[src/rtl/ref_row_fetch.sv]
`default_nettype none
// ============================================================================
//  Module   : ref_row_fetch
//  Brief    : Fetches a REG_H x REG_W luma interpolation region from the
//             search-window SRAM (256 rows x 16 words x 16 pixels) and
//             streams it row by row to the interpolation filter. Rows below
//             row 255 replicate row 255; pixels right of word 15 replicate
//             the last pixel of the row.
//  Revision : 1.0  initial release
// ============================================================================
module ref_row_fetch #(
    parameter int REG_W = 9,   // pixels per output row, 1..16
    parameter int REG_H = 9    // rows per region, 1..256
) (
    input  logic                 clk,
    input  logic                 rst_n,
    input  logic                 in_valid,
    output logic                 in_ready,
    input  logic [12:0]          addr_in,
    input  logic [3:0]           pos_in,
    output logic                 mem_rd_en,
    output logic [11:0]          mem_rd_addr,
    input  logic [127:0]         mem_rd_data,
    output logic                 row_valid,
    input  logic                 row_ready,
    output logic [8*REG_W-1:0]   row_pix,
    output logic [7:0]           row_idx,
    output logic                 row_last
);

    localparam logic [2:0] S_IDLE = 3'd0;
    localparam logic [2:0] S_RD0  = 3'd1;
    localparam logic [2:0] S_RD1  = 3'd2;
    localparam logic [2:0] S_CAP  = 3'd3;
    localparam logic [2:0] S_OUT  = 3'd4;

    localparam logic [4:0] c_last_k = 5'(REG_W - 1);
    localparam logic [7:0] c_last_r = 8'(REG_H - 1);

    logic [2:0]           state_q,   state_d;
    logic [7:0]           row_q,     row_d;
    logic [3:0]           col_q,     col_d;
    logic [3:0]           pos_q,     pos_d;
    logic [7:0]           r_q,       r_d;
    logic [127:0]         w0_q,      w0_d;
    logic                 sec_q,     sec_d;
    logic [8*REG_W-1:0]   row_pix_q, row_pix_d;

    logic [8:0]           w_sum;
    logic [7:0]           w_rowc;
    logic [3:0]           w_col_nxt;
    logic                 w_need2;
    logic                 w_col_edge;
    logic                 w_second_rd;
    logic                 w_last_row;
    logic [127:0]         w_w1;
    logic [8*REG_W-1:0]   w_pix_asm;

    // Bit 12 of the request address is architecturally zero and carries no information.
    logic                 w_unused;
    assign w_unused = addr_in[12];

    // Row address with bottom clamp, next word column (only formed when a right neighbour exists).
    always_comb begin
        w_sum       = {1'b0, row_q} + {1'b0, r_q};
        w_rowc      = w_sum[8] ? 8'hFF : w_sum[7:0];
        w_col_edge  = (col_q == 4'hF);
        w_col_nxt   = w_col_edge ? col_q : col_q + 4'd1;
        w_need2     = ({1'b0, pos_q} < c_last_k);
        w_second_rd = w_need2 && !w_col_edge;
        w_last_row  = (r_q == c_last_r);
    end

    // Row assembly: pixels walk down from byte pos of w0, then continue from byte 15 of w1.
    always_comb begin
        w_w1      = sec_q ? mem_rd_data : {16{w0_q[7:0]}};
        w_pix_asm = '0;
        for (int k = 0; k < REG_W; k++) begin
            if (5'(k) <= {1'b0, pos_q}) begin
                w_pix_asm[8*k +: 8] = w0_q[{pos_q - 4'(k), 3'b000} +: 8];
            end else begin
                w_pix_asm[8*k +: 8] = w_w1[{pos_q - 4'(k), 3'b000} +: 8];
            end
        end
    end

    // State and datapath registers with asynchronous reset.
    always_ff @(posedge clk or negedge rst_n) begin
        if (!rst_n) begin
            state_q   <= S_IDLE;
            row_q     <= '0;
            col_q     <= '0;
            pos_q     <= '0;
            r_q       <= '0;
            w0_q      <= '0;
            sec_q     <= 1'b0;
            row_pix_q <= '0;
        end else begin
            state_q   <= state_d;
            row_q     <= row_d;
            col_q     <= col_d;
            pos_q     <= pos_d;
            r_q       <= r_d;
            w0_q      <= w0_d;
            sec_q     <= sec_d;
            row_pix_q <= row_pix_d;
        end
    end

    // Next-state logic.
    always_comb begin
        state_d = state_q;
        case (state_q)
            S_IDLE:  if (in_valid) state_d = S_RD0;
            S_RD0:   state_d = S_RD1;
            S_RD1:   state_d = S_CAP;
            S_CAP:   state_d = S_OUT;
            S_OUT:   if (row_ready) state_d = w_last_row ? S_IDLE : S_RD0;
            default: state_d = S_IDLE;
        endcase
    end

    // Datapath updates: latch request, capture words, build the row, advance row counter.
    always_comb begin
        row_d     = row_q;
        col_d     = col_q;
        pos_d     = pos_q;
        r_d       = r_q;
        w0_d      = w0_q;
        sec_d     = sec_q;
        row_pix_d = row_pix_q;
        case (state_q)
            S_IDLE: begin
                if (in_valid) begin
                    row_d = addr_in[11:4];
                    col_d = addr_in[3:0];
                    pos_d = pos_in;
                    r_d   = 8'd0;
                end
            end
            S_RD1: begin
                w0_d  = mem_rd_data;
                sec_d = w_second_rd;
            end
            S_CAP: begin
                row_pix_d = w_pix_asm;
            end
            S_OUT: begin
                if (row_ready && !w_last_row) begin
                    r_d = r_q + 8'd1;
                end
            end
            default: ;
        endcase
    end

    // Outputs decoded from the current state.
    always_comb begin
        in_ready    = (state_q == S_IDLE);
        mem_rd_en   = 1'b0;
        mem_rd_addr = 12'd0;
        if (state_q == S_RD0) begin
            mem_rd_en   = 1'b1;
            mem_rd_addr = {w_rowc, col_q};
        end else if (state_q == S_RD1 && w_second_rd) begin
            mem_rd_en   = 1'b1;
            mem_rd_addr = {w_rowc, w_col_nxt};
        end
        row_valid = (state_q == S_OUT);
        row_pix   = row_pix_q;
        row_idx   = r_q;
        row_last  = (state_q == S_OUT) && w_last_row;
    end

endmodule
`default_nettype wire

[config.mk]
export PLATFORM = sky130hd
export DESIGN_NAME = ref_row_fetch
export DESIGN_NICKNAME = d
export VERILOG_FILES = /design/src/rtl/ref_row_fetch.sv
export SDC_FILE = /design/constraint.sdc
export NUM_CORES = 1
export LEC_CHECK = 0
export CORE_MARGIN = 10
export CORE_UTILIZATION = 35
export CTS_CLUSTER_DIAMETER = 60
export DETAILED_ROUTE_END_ITERATION = 10
export HOLD_SLACK_MARGIN = 0.15
export PLACE_DENSITY_LB_ADDON = 0.3
export SLEW_MARGIN = 0
export SYNTH_ARGS = -nofsm -noshare
export SYNTH_HDL_FRONTEND = slang
export SYNTH_SLANG_ARGS = --single-unit
[constraint.sdc]
create_clock -name clk -period 4.5 [get_ports clk]
set_input_delay 0.9 -clock clk [delete_from_list [all_inputs] [get_ports clk]]
set_output_delay 0.9 -clock clk [all_outputs]
set_load 0.01 [all_outputs]
==> out/results.tsv <==
metric	value	unit
proportion of netlist area held by the largest area contributor	22.8	%
synth top area cells	dfrtp_1 (23%), mux4_2 (18%), mux2_2 (13%)	
H-tree level count	2	
Num CTS Buffers	41	
global router's overall resource usage	30.4	%
syn_area_per_cell	9.78	sq um
slowest stage delay, CP	0.60	ns
Synth cell types	78	
Req. time, crit path	3.60	ns
WS Path Type	flop to output pin	
RSZ-0062 raised after global routing	no	
DRT Pass-1 Iters	9	
WP buf/inv	1	
Syn Nets	2737	
CTS tree	done	
Die Span Y	288	microns
sequential cell area fraction in the yosys report	22.8	%
Max Clock Freq	0.234	GHz
Syn. warnings	0	
CP endpoint kind	output pin	
GR Overflow Total	0	
multi-input gate area in the final layout	0.0180	sq mm
Yosys reg bits	228	
Routed Antenna Nets	0	
Setup-failing EPs final	0	
CP delay by family, top	compound AO/OA/AOI/OAI gates	
FFs w/ async S/R, synth	100	%
final WL	130000	microns
Fillers	6806	
first-pass GRT wire length	183000	microns
Max clock buf depth	3	
Slew Limit Fails	0	
Setup TNS	0	ns
Setup crit start kind	flop	
Final Cycle Share	95.1	%
Core Box Area	0.0712	sq mm
clock latency on the worst-skew pair	0.59	ns
ys flop type	dfrtp_1	
Hold Crit Class	primary input to async pin	
Slew HR	2.10	%
die area	0.0827	sq mm
Inserted Diodes	0	
max_cap viols	0	
area leader, netlist	dfrtp_1	
Root Buffer	clkbuf_16	
share of layout cells above drive strength 1	26.0	%
number of port buffers	243	
vias post-DR	24900	
Ports	245	
DRC	0	
Reg clk slew, reported paths	0.05	ns
FP Rows	98	
Slew @ Worst Pin	1.46	ns
vias in the first global route	23800	
Max FO, Critical Path	8	
P&R area growth vs syn	19.1	%
post-synthesis cell count	2563	
GPL Wtd Cong	1.04	
sequential cell area	0.00572	sq mm
final hold vios	0	
largest net degree at the start of global routing	110	
CP max-delay cell	clkdlybuf4s50_1	
setup bufs post-CTS	0	
clk_skew	0.0343	ns
Cell Chain, Critical Path	ha_1 -> fa_1 -> a21o_1 -> a21oi_2 -> nor2b_1 -> o21ai_2 -> a21oi_1 -> a311oi_1 -> clkdlybuf4s50_1	
Die Span X	288	microns
initial antenna violation count	4	
Starting Density	35.2	%
min Tclk post-route	4.28	ns
number of flops mapped to enable cells by yosys	0	
post-DP HPWL	98000	microns
Post-Syn Area	0.0251	sq mm
status	complete, no violations	
DRT iter0 DRCs	3396	
Final Net Count	2878	
vias per cell	6.74	
DR WL/cell	35.3	microns
Arr. time, crit path	3.38	ns
Sinks on Clock Net	228	
routing by layer:
| layer | share of wire, % | track usage (%) | vias to the layer above |
|---|---|---|---|
| met4 | 5.5 | 14.6 | 2 |
| met3 | 12 | 8.90 | 282 |
| li1 | - | - | 10300 |
| met5 | 0.010 | 0 | - |
| met2 | 43 | 44.6 | 1779 |
| met1 | 40 | 40.4 | 12500 |
path summary, 6_finish.rpt:
| path | startpoint | endpoint | slack (ns) | cells past startpoint |
|---|---|---|---|---|
| setup reg to reg | pos_q[0] | row_pix[38] | 0.65 | 8 |
| setup / recovery | row_idx[0] | mem_rd_addr[10] | 0.22 | 9 |
| hold reg to reg | row_pix[4] | row_pix[4] | 0.48 | 2 |
| min in group clk | row_pix[4] | row_pix[4] | 0.48 | 2 |
| hold / removal | rst_n | w0_q[6] | 0.41 | 1 |
| max in group asynchronous | rst_n | w0_q[92] | 3.26 | 2 |
per-stage QoR:
stage	std cells	hold WS [ns]	setup WS, ns	instance area, sq um	util, %
CTS	3685	0.457	0.0616	29800	41.9
floorplan	2563	0.485	1.05	25100	-
finish	3685	0.409	0.219	29800	41.9
global placement	3611	0.463	0.578	28400	39.9
global route	3685	0.485	0.0894	29800	41.9
detailed placement	3611	0.472	0.557	28400	39.9
sequential cells by signal (all words and copies together) (netlist names):
signal and count:
state_q 3, row_idx 8, sec_q 1, pos_q 4, row_pix 72, row_q 8, col_q 4, w0_q 128
repair_timing:
action	4_1_cts	5_1_grt
gates resized for setup	1	2
pin swaps	0	0
endpoints found under the setup margin	7	7
hold buffers	0	0
cell usage in the layout (no fill, tap or decap), types with 6 or more instances in the layout:
cell,count
o21a_1,15
and3_1,16
clkbuf_16,42
mux4_2,195
a211o_1,8
nor2_1,224
ha_1,22
a211oi_1,44
xor2_1,10
mux2i_1,247
inv_1,27
buf_4,102
and2_1,8
buf_12,11
nand2_1,176
mux2_2,297
a31oi_1,26
o221ai_1,49
a221o_1,8
a221oi_1,6
a21o_1,50
clkinv_4,8
a22oi_1,32
nor2b_1,7
o211ai_1,29
o31ai_1,11
nor3_1,10
o21ai_0,193
nand3_1,31
o22ai_1,81
xnor2_1,8
clkdlybuf4s50_1,242
o22a_1,6
a21oi_1,124
a32oi_1,6
nand4_1,10
nor4_1,16
dfrtp_1,224
a22o_1,9
cell type report:
class                      instances  share of cell area [%]
clock buffer                      51                    3.80
clock inverter                    23                   0.990
inverter                          32                   0.411
multi-input combinational       2045                    60.2
sequential                       228                    19.2
tap                              950                    3.98
timing repair buffer             356                    11.5
cell families after synthesis:
group                    share of synthesized area (%)
multiplexers                                      41.2
AO/OA/AOI/OAI                                     19.0
AND/OR/NAND/NOR                                   8.94
buffers and inverters                             5.97
flip-flops                                        22.8
adder cells (fa/ha/maj)                           1.28
XOR/XNOR                                         0.809
synthesized netlist by cell type (15+ instances only):
master and number:
dfrtp_1 228, a21oi_1 126, o21a_1 15, mux4_2 195
clkbuf_1 117, nor4_1 16, o21ai_0 194, a211oi_1 44
buf_6 24, nor2_1 224, o211ai_1 29, buf_4 32
and3_1 16, a22oi_1 32, a21o_1 50, mux2_2 297
buf_1 25, nand2_1 176, buf_2 57, nand3_1 31
o221ai_1 49, inv_1 27, a31oi_1 26, o22ai_1 81
mux2i_1 247, ha_1 24
Power is left out: the tool's default activity adds up to more than one toggle a clock period on the data nets, which glitch-free logic cannot reach.
